File: config.mk
export PLATFORM = sky130hd
export DESIGN_NAME = branch_hazard_unit
export DESIGN_NICKNAME = d
export VERILOG_FILES = /design/src/rtl/branch_hazard_unit.sv
export SDC_FILE = /design/constraint.sdc
export NUM_CORES = 1
export LEC_CHECK = 0
export CORE_MARGIN = 1
export CORE_UTILIZATION = 43
export DETAILED_ROUTE_END_ITERATION = 8
export GPL_TIMING_DRIVEN = 0
export PLACE_DENSITY = 0.82
export SYNTH_ARGS = -nofsm -noshare
export SYNTH_HDL_FRONTEND = slang
export SYNTH_SLANG_ARGS = --single-unit
export TNS_END_PERCENT = 1
File: constraint.sdc
create_clock -name clk -period 2.7 [get_ports clk]
set_clock_uncertainty 0.1 [all_clocks]
set_input_delay 0.405 -clock clk [delete_from_list [all_inputs] [get_ports clk]]
set_output_delay 0.405 -clock clk [all_outputs]
set_load 0.005 [all_outputs]
File: src/rtl/branch_hazard_unit.sv
// branch_hazard_unit: BHT branch prediction, mispredict flush, load-use stall and perf counters
module branch_hazard_unit #(
    parameter int         XLEN        = 32,
    parameter int         BHT_ENTRIES = 16,
    parameter logic [1:0] CTR_INIT    = 2'b01,
    parameter int         CNT_W       = 32
) (
    input  logic             clk,
    input  logic             rst_n,
    input  logic [XLEN-1:0]  if_pc,
    output logic             if_pred_taken,
    input  logic             ex_branch,
    input  logic [XLEN-1:0]  ex_pc,
    input  logic             ex_taken,
    input  logic             ex_pred_taken,
    input  logic             idex_mem_read,
    input  logic [4:0]       idex_rd,
    input  logic [4:0]       ifid_rs1,
    input  logic [4:0]       ifid_rs2,
    output logic             mispredict,
    output logic             if_flush,
    output logic             id_flush,
    output logic             pc_write_en,
    output logic             ifid_write_en,
    output logic             id_bubble,
    output logic [CNT_W-1:0] branch_cnt,
    output logic [CNT_W-1:0] mispred_cnt,
    output logic [CNT_W-1:0] stall_cnt
);
    localparam int IDX_W = $clog2(BHT_ENTRIES);

    logic [BHT_ENTRIES-1:0][1:0] bht_q, bht_d;
    logic [IDX_W-1:0]            if_idx, ex_idx;
    logic [1:0]                  ex_ctr;
    logic                        hz;
    logic                        unused_pc;
    logic [CNT_W-1:0]            branch_cnt_q, branch_cnt_d;
    logic [CNT_W-1:0]            mispred_cnt_q, mispred_cnt_d;
    logic [CNT_W-1:0]            stall_cnt_q, stall_cnt_d;

    // Word-aligned index; PC bits outside the index field do not affect lookup
    always_comb begin
        if_idx    = if_pc[IDX_W+1:2];
        ex_idx    = ex_pc[IDX_W+1:2];
        unused_pc = ^{if_pc[XLEN-1:IDX_W+2], if_pc[1:0], ex_pc[XLEN-1:IDX_W+2], ex_pc[1:0]};
    end

    // Prediction reads the registered table, so a same-index update is seen next cycle; mispredict beats load-use
    always_comb begin
        if_pred_taken = bht_q[if_idx][1];
        mispredict    = ex_branch && (ex_taken != ex_pred_taken);
        hz            = idex_mem_read && (idex_rd != 5'd0) &&
                        ((idex_rd == ifid_rs1) || (idex_rd == ifid_rs2));
        if_flush      = mispredict;
        id_flush      = mispredict;
        id_bubble     = hz && !mispredict;
        pc_write_en   = !id_bubble;
        ifid_write_en = !id_bubble;
    end

    // Saturating counter training on resolved branches and wrapping event counters
    always_comb begin
        ex_ctr = bht_q[ex_idx];
        bht_d  = bht_q;
        if (ex_branch)
            bht_d[ex_idx] = ex_taken ? ((ex_ctr == 2'b11) ? ex_ctr : ex_ctr + 2'd1)
                                     : ((ex_ctr == 2'b00) ? ex_ctr : ex_ctr - 2'd1);
        branch_cnt_d  = branch_cnt_q + CNT_W'(ex_branch);
        mispred_cnt_d = mispred_cnt_q + CNT_W'(mispredict);
        stall_cnt_d   = stall_cnt_q + CNT_W'(id_bubble);
    end

    // State registers with synchronous reset that overrides any pending update
    always_ff @(posedge clk) begin
        if (!rst_n) begin
            bht_q         <= {BHT_ENTRIES{CTR_INIT}};
            branch_cnt_q  <= '0;
            mispred_cnt_q <= '0;
            stall_cnt_q   <= '0;
        end else begin
            bht_q         <= bht_d;
            branch_cnt_q  <= branch_cnt_d;
            mispred_cnt_q <= mispred_cnt_d;
            stall_cnt_q   <= stall_cnt_d;
        end
    end

    assign branch_cnt  = branch_cnt_q;
    assign mispred_cnt = mispred_cnt_q;
    assign stall_cnt   = stall_cnt_q;
endmodule

# Yosys cells after proc, flatten, opt, wreduce, memory -nomap -nowiden
# Cells that the tools add are included.
[totals] output_inout_bits=103 inputBits=85 ff_bits=128
[op_classes] addsub=5 n_reduce_logical=10 mux=10 n_lt_le_gt_ge=3 n_eq_ne=4
[ops] op="32-bit by 1-bit adder with 32-bit output" n=3
[ops] op="32-bit bitwise mux" n=1
[ops] op="2-bit binary-select mux with 4-bit select" n=2
[ops] op="2-bit two-way mux" n=6
[ops] op="5-bit == test" n=2
[ops] op="4-bit by 5-bit < comparator with 1-bit output (second input constant)" n=2
[ops] op="2-bit demux with 4-bit select" n=1
[ops] op="1-bit logical AND" n=5
[ops] op="5-bit nonzero test" n=1
[ops] op="4-bit by 1-bit greater-or-equal comparator with 1-bit output (second input constant)" n=1
[ops] op="2-bit by 1-bit adder with 2-bit output (second input constant)" n=1
[ops] op="2-bit == test (second input constant)" n=1
[ops] op="1-bit logical NOT" n=2
[ops] op="2-bit logical NOT" n=1
[ops] op="2-bit by 1-bit subtractor with 2-bit output (second input constant)" n=1
[ops] op="1-bit logical OR" n=1
[ops] op="1-bit inequality test" n=1

# Longest topological paths before layout
# Gate-level depths: netlist of the first run.
[logic_depth] depth_word=6 mapped_depth=11 ltp_nobuf=10

# Worst setup path before layout of the first run
# Ideal clock, no wire load.
[synth_timing] kind="input to register" startpoint="input port idex_rd[4]" endpoint="register stall_cnt_q[22], in the netlist stall_cnt[22]" required_ps=2530 setup_slack_ps=-212 setup_ps=70 cell_stages=11 arrival_time_ps=2741 path_cell_list="xnor2_1 > nand3_1 > o22ai_1 > o2111a_1 > ha_1 > ha_1 > nand3_1 > or3_1 > buf_2 > or4_1 > a21oi_1"
[synth_between] elab_chain_len=5
[synth_rtl] element="start: declaration" line="17" source="input logic [4:0] idex_rd,"
[synth_rtl] element="5-bit == test / 5-bit nonzero test (equally long branches)" line="53, 52"
[synth_rtl] element="1-bit logical OR / 1-bit logical AND (equally long branches)" line="53, 52"
[synth_rtl] element="1-bit logical AND (*)" line="52" source="hz = idex_mem_read && (idex_rd != 5'd0) &&"
[synth_rtl] element="1-bit logical AND (*)" line="56" source="id_bubble = hz && !mispredict;"
[synth_rtl] element="named net id_bubble" line="25" source="output logic id_bubble,"
[synth_rtl] element="32-bit by 1-bit adder with 32-bit output (*)" line="70" source="stall_cnt_d = stall_cnt_q + CNT_W'(id_bubble);"
[synth_rtl] element="end signal: assignment" line="84" source="stall_cnt_q <= stall_cnt_d;"
[synth_rtl] element="end: declaration" line="39" source="logic [CNT_W-1:0] stall_cnt_q, stall_cnt_d;"
# The timed path passes the listed nets; every way through them passes the cells marked *.
# A chain may end at the register's enable or synchronous reset.

# Final worst setup path of the first run
[layout_timing] startpoint="input port ifid_rs2[2]" endpoint="register stall_cnt_q[20], in the netlist stall_cnt[20]"
[layout_between] elab_chain_len=5
[layout_rtl] element="start: declaration" line="19" source="input logic [4:0] ifid_rs2,"
[layout_rtl] element="5-bit == test" line="53" source="((idex_rd == ifid_rs1) || (idex_rd == ifid_rs2));"
[layout_rtl] element="1-bit logical OR" line="53"
[layout_rtl] element="1-bit logical AND" line="52"
[layout_rtl] element="1-bit logical AND" line="56"
[layout_rtl] element="32-bit by 1-bit adder with 32-bit output" line="70"
# Every way passes these cells.

==> run_results.csv, run 1 <==
group,metric,value,unit
cells_and_area,drive_above_1_share,11.8,%
place,place_area,7920,sq um
timing,setup_ws,-0.161,ns
synthesis,synth-seq-cells,128,
synthesis,synth_edf_count,0,
cells_and_area,fin_nets,970,
global_route,grt_antenna_before_repair,0,
routing,drt-total-wl,17500,um
critical_path,cpLargestDelayFamily,"compound AO/OA/AOI/OAI gates",
timing,finalSetupViolations,7,
critical_path,path_common_cell,"ha_4",
floorplanning,rows,43,
floorplanning,floorplan.initialDensity,44.9,%
status,status,"finished, violations left",
global_route,grt_overflow,0,
run,cap_violations,0,
global_route,grt_pass1_vias,5583,
place,dp_hpwl,12100,um
critical_path,end_kind,"register",
synthesis,async_flop_share,0,%
cells_and_area,nFillCells,1208,
global_route,grt_pass1_wl,27400,um
timing,hold_viol,0,
synthesis,synth_ff_type,"dfxtp_1",
timing,fin_crit_sh,106,%
power,p_seq_share,43.5,%
critical_path,critical_path_class,"in2reg",
place,port_buffers,131,
clock_tree,clkLatencyLatePin,0.42,ns
routing,antenna_left,0,
timing,rsz0062_at_grt,"yes",
synthesis,yosys_warnings,0,
critical_path,max_stage_delay,0.48,ns
timing,fin_setup_tns,-0.469,ns
power,power,4.40,mW
power,powerDensity,505,nW/um^2
cells_and_area,synthToLayoutAreaGrowth,37.7,%
synthesis,seq_area_frac_synth,40.5,%
clock_tree,clk_path_buf_depth,2,
status,failed_checks,"setup timing",
power,combPwrFrac,5.8,%
routing,wl_per_cell,16.3,um
synthesis,synth_cells,719,
timing,fmax,0.349,GHz
synthesis,synth.top_cells.by_area,"dfxtp_1, mux4_2, a21oi_1",
power,pwr-share-clk,50.7,%
critical_path,path_cells,"clkdlybuf4s50_1 -> xnor2_1 -> nand2_1 -> o22ai_2 -> o2111a_2 -> ha_4 -> ha_4 -> nand3_4 -> or3_4 -> buf_6 -> buf_4 -> o31ai_1 -> a21oi_1",
floorplanning,die_area,15200,sq um
cells_and_area,layout.cells.non_filler,1071,
floorplanning,ios,188,
clock_tree,clockRootBuffer,"clkbuf_16",
clock_tree,clock_sinks,128,
floorplanning,die_width,123,um
clock_tree,h-tree-depth,4,
power,p_sw_share,21.8,%
timing,slew_headroom,51.0,%
routing,drtIter0Drc,519,
routing,vias_per_cell,5.76,
place,dp_cells,1030,
routing,first_pass_iters,5,
power,ir_drop,0.000416,V
place,post-place-ws,-0.897,ns
timing,timing.final.crit_period,2.86,ns
worst_hold_path,hp-class,"reg2reg",
clock_tree,tritoncts,"yes",
power,p_sw,959,uW
critical_path,critPathLaunchType,"input pin",
clock_tree,path_clk_slew,0.06,ns
cells_and_area,fin_area,8720,sq um
clock_tree,cts_buffers,17,
routing,drc,0,
critical_path,path_buf_inv,3,
global_route,grt_use_total,23.3,%
timing,tightest_slew,0.733,ns
routing,vias,6168,
floorplanning,die_y,123,um
global_route,grt_max_degree,17,
synthesis,syn_area,6330,sq um
synthesis,yosys.area.top_type,"dfxtp_1",
synthesis,post_synth.cell_area_avg,8.81,sq um
cells_and_area,num_antenna_cells,0,
clock_tree,hold_buffers,0,
synthesis,synth_top_area_share,40.5,%
critical_path,worst-path-max-fanout,8,
synthesis,syn_nets,810,
cells_and_area,final_core_util,61.9,%
critical_path,slowest_stage,"clkdlybuf4s50_1",
place,routabilityCongestion,0.911,
synthesis,ys_types,48,
power,p_leak,2.90,nW
critical_path,cp.arrival,3.02,ns
power,p_int,3.44,mW
timing,slew_violations,0,
critical_path,cp_data_required_time,2.86,ns
floorplanning,core,14100,sq um
timing,whs,0.371,ns
power by group through the flow:
stage | Sequential [mW] | Combinational, mW | Clock (mW)
after global routing | 1.92 | 0.275 | 2.35
final | 1.92 | 0.254 | 2.23
after CTS | 1.91 | 0.250 | 2.26
after global placement | 1.95 | 0.248 | 0
after floorplan | 1.95 | 0.130 | 0
after detailed placement | 1.95 | 0.252 | 0
cell usage after synthesis, types with 2 or more instances:
cell type / instances
dfxtp_1: 128
nor2_1: 66
a21oi_1: 54
nand2_1: 45
clkbuf_1: 31
nand3_1: 31
inv_1: 29
o21ai_0: 28
o31ai_1: 27
or4_1: 27
xnor2_1: 26
nand4_1: 24
nand2b_1: 20
xor2_1: 18
mux2i_1: 16
nor4_1: 15
o32ai_1: 14
or3_1: 14
mux4_2: 13
and2_1: 11
and4_1: 11
and3_1: 9
ha_1: 6
o311ai_0: 6
o41ai_1: 6
buf_1: 4
buf_4: 4
nor3_1: 4
or2_2: 4
buf_2: 3
maj3_1: 2
maj3_2: 2
mux2_2: 2
nand3b_1: 2
nand4_2: 2
o211ai_1: 2
o21a_1: 2
flip-flops by register name (all words and copies together) (netlist names):
name / count
bht_q: 32
branch_cnt: 32
mispred_cnt: 32
stall_cnt: 32
layout by cell type, fill, tap and decap left out, types with 28 or more instances in the layout:
master | synthesis | routed
o21ai_0 | 28 | 28
nand3_1 | 31 | 29
clkdlybuf4s50_1 | 0 | 112
clkbuf_1 | 31 | 31
a21oi_1 | 54 | 53
nor2_1 | 66 | 66
nand2_1 | 45 | 44
inv_1 | 29 | 28
dfxtp_1 | 128 | 128
layer usage:
layer	vias to the layer above	GRT usage [%]	wire length (um)
met2	228	37.0	8460
met5	-	0	0
met1	2923	30.5	7500
li1	2990	-	-
met4	0	8.13	305
met3	27	6.09	1200
cell families after synthesis:
group / count (synthesis) / synth area share, %
xor gates and xnor gates: 44 / 6.09
DFF: 128 / 40.5
and+or+nand+nor: 290 / 25.0
AOI/OAI and AO/OA: 143 / 14.3
buffers and inverters: 73 / 4.76
adders and majority gates: 10 / 1.86
muxes: 31 / 7.51
worst register-to-register path, cell delays in order, from the launching register on:
cell,delay (ns)
dfxtp_1,0.34
ha_2,0.21
ha_2,0.22
nand3_1,0.17
or4b_1,0.52
buf_2,0.18
or4_1,0.47
a21oi_1,0.15
timing repair:
action,4_1_cts,5_1_grt
buffers inserted,7,3
resized for setup,33,22
pin swaps,14,9
endpoints found under the setup margin,33,37
cloned,0,0
hold endpoints to repair,0,0
final cells by class:
type                       count  area (sq um)  share of cell area, %
clock buffer                  26           529                   6.07
timing repair buffer         141          1380                   15.8
clock inverter                 5          50.0                  0.574
inverter                      29           109                   1.25
sequential                   128          2560                   29.4
multi-input combinational    518          3650                   41.9
tap                          180           225                   2.58
buffer                        44           220                   2.53
path summary, 6_finish.rpt:
check	start	endpoint	slack [ns]	depth (start not counted)
worst min-delay path	bht_q[23]	bht_q[23]	0.37	2
worst max register to register	branch_cnt[0]	branch_cnt[26]	0.27	7
worst max-delay path	ifid_rs2[2]	stall_cnt[20]	-0.16	13
worst min register to register	bht_q[23]	bht_q[23]	0.37	2
Power figures use the tool's default switching activity.
==> inputs of run 2 (changes only) <==
==> constraint.sdc (replaced) <==
create_clock -name clk -period 2.7 [get_ports clk]
set_clock_uncertainty 0.1 [all_clocks]
set_input_delay 0.81 -clock clk [delete_from_list [all_inputs] [get_ports clk]]
set_output_delay 0.81 -clock clk [all_outputs]
set_load 0.005 [all_outputs]
==> run_results.csv, run 2 (synthesis results as in run 1) <==
group,metric,value,unit
global_route,grt_antenna_before_repair,0,
critical_path,cp.arrival,3.26,ns
routing,drtIter0Drc,495,
critical_path,worst-path-max-fanout,4,
cells_and_area,layout_common_cells,"dfxtp_1, clkdlybuf4s50_1, nor2_1, a21oi_1, nand2_1",
routing,antenna_left,0,
run,cap_violations,0,
place,dp_cells,1030,
clock_tree,h-tree-depth,4,
critical_path,critical_path_class,"in2reg",
routing,vias,6270,
worst_hold_path,hp-class,"reg2reg",
clock_tree,path_clk_slew,0.06,ns
critical_path,critPathLaunchType,"input pin",
critical_path,end_kind,"register",
timing,hold_viol,0,
place,place_area,7920,sq um
floorplanning,core,14100,sq um
clock_tree,clock_sinks,128,
place,routabilityCongestion,0.911,
clock_tree,cts_buffers,17,
routing,drt-total-wl,18100,um
routing,wl_per_cell,16.8,um
routing,first_pass_iters,7,
timing,tightest_slew,0.930,ns
cells_and_area,drive_above_1_share,17.6,%
power,powerDensity,493,nW/um^2
place,dp_hpwl,12100,um
cells_and_area,layout.cells.non_filler,1081,
timing,fin_crit_sh,112,%
timing,finalSetupViolations,19,
cells_and_area,layout_commonest_cell,"dfxtp_1",
power,ir_drop,0.000408,V
critical_path,cp_data_required_time,2.93,ns
clock_tree,clkLatencyLatePin,0.41,ns
global_route,grt_pass1_vias,5743,
timing,slew_headroom,37.8,%
floorplanning,die_y,123,um
timing,fmax,0.330,GHz
cells_and_area,num_antenna_cells,0,
clock_tree,clk_path_buf_depth,2,
timing,rsz0062_at_grt,"yes",
global_route,grt_overflow,0,
routing,vias_per_cell,5.80,
timing,timing.final.crit_period,3.03,ns
timing,slew_violations,0,
cells_and_area,synthToLayoutAreaGrowth,42.0,%
global_route,grt_pass1_wl,28400,um
cells_and_area,fin_nets,980,
cells_and_area,fin_area,8990,sq um
timing,setup_ws,-0.329,ns
global_route,grt_max_degree,17,
floorplanning,die_area,15200,sq um
power,p_leak,3.02,nW
global_route,grt_use_total,24.2,%
clock_tree,clockRootBuffer,"clkbuf_16",
floorplanning,ios,188,
place,port_buffers,131,
critical_path,reg2reg_depth,4,
clock_tree,tritoncts,"yes",
routing,drc,0,
cells_and_area,multiInputGateArea,3840,sq um
cells_and_area,seqCellArea,2560,sq um
status,failed_checks,"setup timing",
cells_and_area,nFillCells,1154,
status,status,"finished, violations left",
floorplanning,rows,43,
worst_hold_path,whs_path_depth,2,
floorplanning,die_width,123,um
floorplanning,floorplan.initialDensity,44.9,%
-- run 2: cell types whose count changed in the layout (fill, tap and decap cells not counted), moves of 4 or more --
cell             previous run  this run
buf_12                      0         4
buf_2                       2        15
buf_4                      15        22
buf_6                       2         8
clkbuf_2                    1         5
clkdlybuf4s50_1           112       103
dlygate4sd2_1              14         2
xnor2_1                    26        19
xnor2_2                     0         5
-- run 2: path summary, 6_finish.rpt --
check	slack, ns	from	endpoint
setup / recovery	-0.33	idex_rd[0]	stall_cnt[18]
hold / removal	0.37	bht_q[13]	bht_q[13]
setup reg to reg	0.11	stall_cnt[15]	stall_cnt[23]
hold reg to reg	0.37	bht_q[13]	bht_q[13]
-- run 2: critical path: stages --
cell and delay, ns:
buf_12 0.11, xnor2_2 0.15, nand3_1 0.12, o22ai_2 0.18, o2111a_2 0.28, ha_4 0.19
ha_4 0.15, nand3_4 0.08, or3_4 0.37, buf_4 0.16, or4_4 0.51, a21oi_1 0.16
-- run 2: layout make-up --
cell class | instances | share of cell area, %
well taps | 180 | 2.51
flip-flops and latches | 128 | 28.5
clock inverters | 5 | 0.557
repair buffers | 151 | 15.9
clock buffers | 26 | 5.89
inverters | 29 | 1.24
plain buffers | 44 | 2.66
multi-input cells | 518 | 42.8
-- run 2: metal layers --
metal / track usage, % / wire length [um]
met5: 0 / 0
met3: 6.37 / 1350
met1: 30.9 / 7490
met4: 8.96 / 361
met2: 38.9 / 8920
-- run 2: through the flow --
| stage | TNS (ns) | setup WS (ns) | power (mW) | hold WS, ns | utilization (%) |
|---|---|---|---|---|---|
| floorplan | -4.95 | -0.407 | 2.08 | 0.341 | - |
| global placement | -73.82 | -1.19 | 2.20 | 0.351 | 56.2 |
| detailed placement | -78.02 | -1.30 | 2.21 | 0.360 | 56.2 |
| CTS | -2.42 | -0.250 | 4.43 | 0.369 | 61.9 |
| global route | -4.10 | -0.346 | 4.58 | 0.386 | 63.8 |
| finish | -3.26 | -0.329 | 4.43 | 0.374 | 63.8 |
-- run 2: repair_timing --
action	CTS	global route
resized for setup	141	47
endpoints found under the setup margin	102	51
setup buffers	11	11
pin swaps	27	23
hold buffers	0	0
-- run 2: report_power, final --
group / leakage (nW) / switching, mW / internal (mW) / total, mW
Clock: 0.292 / 0.804 / 1.43 / 2.23
Combinational: 1.69 / 0.154 / 0.132 / 0.286
Sequential: 1.03 / 0.0122 / 1.91 / 1.92
==> inputs of run 3 (changes only) <==
- RECOVER_POWER: default -> 100
==> run_results.csv, run 3 (synthesis results as in run 1) <==
group,metric,value,unit
floorplanning,die_y,123,um
worst_hold_path,min-delay-start,"mispred_cnt[31]",
place,post-place-ws,-1.30,ns
critical_path,ff2ff_setup_slack,0.13,ns
critical_path,reg2reg_depth,4,
critical_path,cpLargestDelayFamily,"simple AND/OR/NAND/NOR gates",
floorplanning,ios,188,
routing,first_pass_iters,5,
power,powerDensity,494,nW/um^2
critical_path,cp_data_required_time,2.93,ns
clock_tree,clockRootBuffer,"clkbuf_16",
worst_hold_path,min_delay_worst_endpoint,"mispred_cnt[31]",
critical_path,cp.arrival,3.26,ns
place,port_buffers,131,
clock_tree,clk_path_buf_depth,2,
clock_tree,clkLatencyLatePin,0.41,ns
routing,wl_per_cell,16.7,um
place,routabilityCongestion,0.911,
timing,whs,0.369,ns
cells_and_area,drive_above_1_share,17.0,%
routing,antenna_left,0,
critical_path,path_depth,12,
timing,rsz0062_at_grt,"yes",
cells_and_area,num_antenna_cells,0,
routing,drt-total-wl,18100,um
global_route,grt_antenna_before_repair,0,
cells_and_area,layout_common_cells,"dfxtp_1, dlygate4sd3_1, nor2_1, a21oi_1, nand2_1",
global_route,grt_pass1_wl,28400,um
critical_path,critPathLaunchType,"input pin",
floorplanning,die_area,15200,sq um
routing,vias,6274,
clock_tree,cts_buffers,17,
timing,hold_viol,0,
power,p_leak,3.36,nW
timing,timing.final.crit_period,3.03,ns
global_route,grt_overflow,0,
global_route,grt_use_total,24.2,%
critical_path,end_kind,"register",
floorplanning,die_width,123,um
run,cap_violations,0,
critical_path,path_cells,"buf_12 -> xnor2_2 -> nand3_1 -> o22ai_2 -> o2111a_2 -> ha_4 -> ha_4 -> nand3_4 -> or3_4 -> buf_4 -> or4_4 -> a21oi_1",
timing,slew_headroom,38.3,%
critical_path,rr_startpoint,"stall_cnt[15]",
critical_path,slowest_stage,"or4_4",
timing,fmax,0.330,GHz
global_route,grt_max_degree,17,
floorplanning,rows,43,
critical_path,worst-path-max-fanout,4,
timing,setup_ws,-0.333,ns
clock_tree,clock_sinks,128,
timing,fin_crit_sh,112,%
critical_path,critical_path_class,"in2reg",
place,dp_hpwl,12100,um
global_route,grt_pass1_vias,5743,
routing,drc,0,
timing,tightest_slew,0.922,ns
power,ir_drop,0.000407,V
cells_and_area,synthToLayoutAreaGrowth,41.4,%
status,status,"finished, violations left",
cells_and_area,final_core_util,63.5,%
worst_hold_path,hp-class,"reg2reg",
critical_path,path_common_cell,"ha_4",
worst_hold_path,whs_path_depth,2,
floorplanning,core,14100,sq um
critical_path,timing.rr.end,"stall_cnt[23]",
clock_tree,path_clk_slew,0.05,ns
status,failed_checks,"setup timing",
clock_tree,h-tree-depth,4,
routing,drtIter0Drc,468,
cells_and_area,layout_commonest_cell,"dfxtp_1",
floorplanning,floorplan.initialDensity,44.9,%
routing,vias_per_cell,5.80,
timing,finalSetupViolations,30,
critical_path,path_buf_inv,2,
cells_and_area,fin_nets,980,
timing,slew_violations,0,
clock_tree,tritoncts,"yes",
critical_path,max_stage_delay,0.51,ns
timing,fin_setup_tns,-3.86,ns
-- run 3: metal layers --
metal | GRT usage [%] | part of all wire [%]
met2 | 38.9 | 49
met1 | 30.9 | 41
met3 | 6.37 | 7.8
met4 | 8.96 | 2.3
met5 | 0 | 0
-- run 3: layout make-up --
type | count | area, sq um
flip-flops and latches | 128 | 2560
well taps | 180 | 225
plain buffers | 44 | 239
repair buffers | 151 | 1430
clock inverters | 5 | 50.0
multi-input cells | 518 | 3810
clock buffers | 26 | 529
inverters | 29 | 109
fillers | 1161 | 5140
-- run 3: repair_timing --
item	4_1_cts	5_1_grt
endpoints found under the setup margin	102	51
resized for setup	141	47
setup buffers	11	11
hold buffers	0	0
pin swaps	27	23
endpoints found under the hold margin	0	0
-- run 3: how the worst max path moves through the flow --
stage	slack, ns	endpoint	startpoint
after floorplan	-0.41	stall_cnt[22]	idex_rd[4]
after global placement	-1.19	stall_cnt[29]	idex_rd[0]
after detailed placement	-1.30	stall_cnt[25]	idex_rd[1]
after CTS	-0.25	if_pred_taken	if_pc[2]
after global routing	-0.35	stall_cnt[18]	ifid_rs1[4]
final	-0.33	stall_cnt[18]	idex_rd[0]
-- run 3: power by group --
group,total (mW),internal [mW],switching (mW)
Sequential,1.92,1.91,0.0106
Combinational,0.278,0.127,0.152
Clock,2.23,1.43,0.804
-- run 3: worst register-to-register path, cell delays in order, from the launching register on --
cell     delay (ns)
dfxtp_1        0.44
and4_1         0.31
nand4_1        0.75
or4_1          0.77
a21oi_1        0.13
-- run 3: stage by stage --
| step | power [mW] | instance area, sq um | std cells |
|---|---|---|---|
| after floorplan | 2.08 | 6380 | 719 |
| after global placement | 2.20 | 7920 | 1030 |
| after detailed placement | 2.21 | 7920 | 1030 |
| after CTS | 4.43 | 8730 | 1072 |
| after global routing | 4.57 | 8950 | 1081 |
| final | 4.43 | 8950 | 1081 |
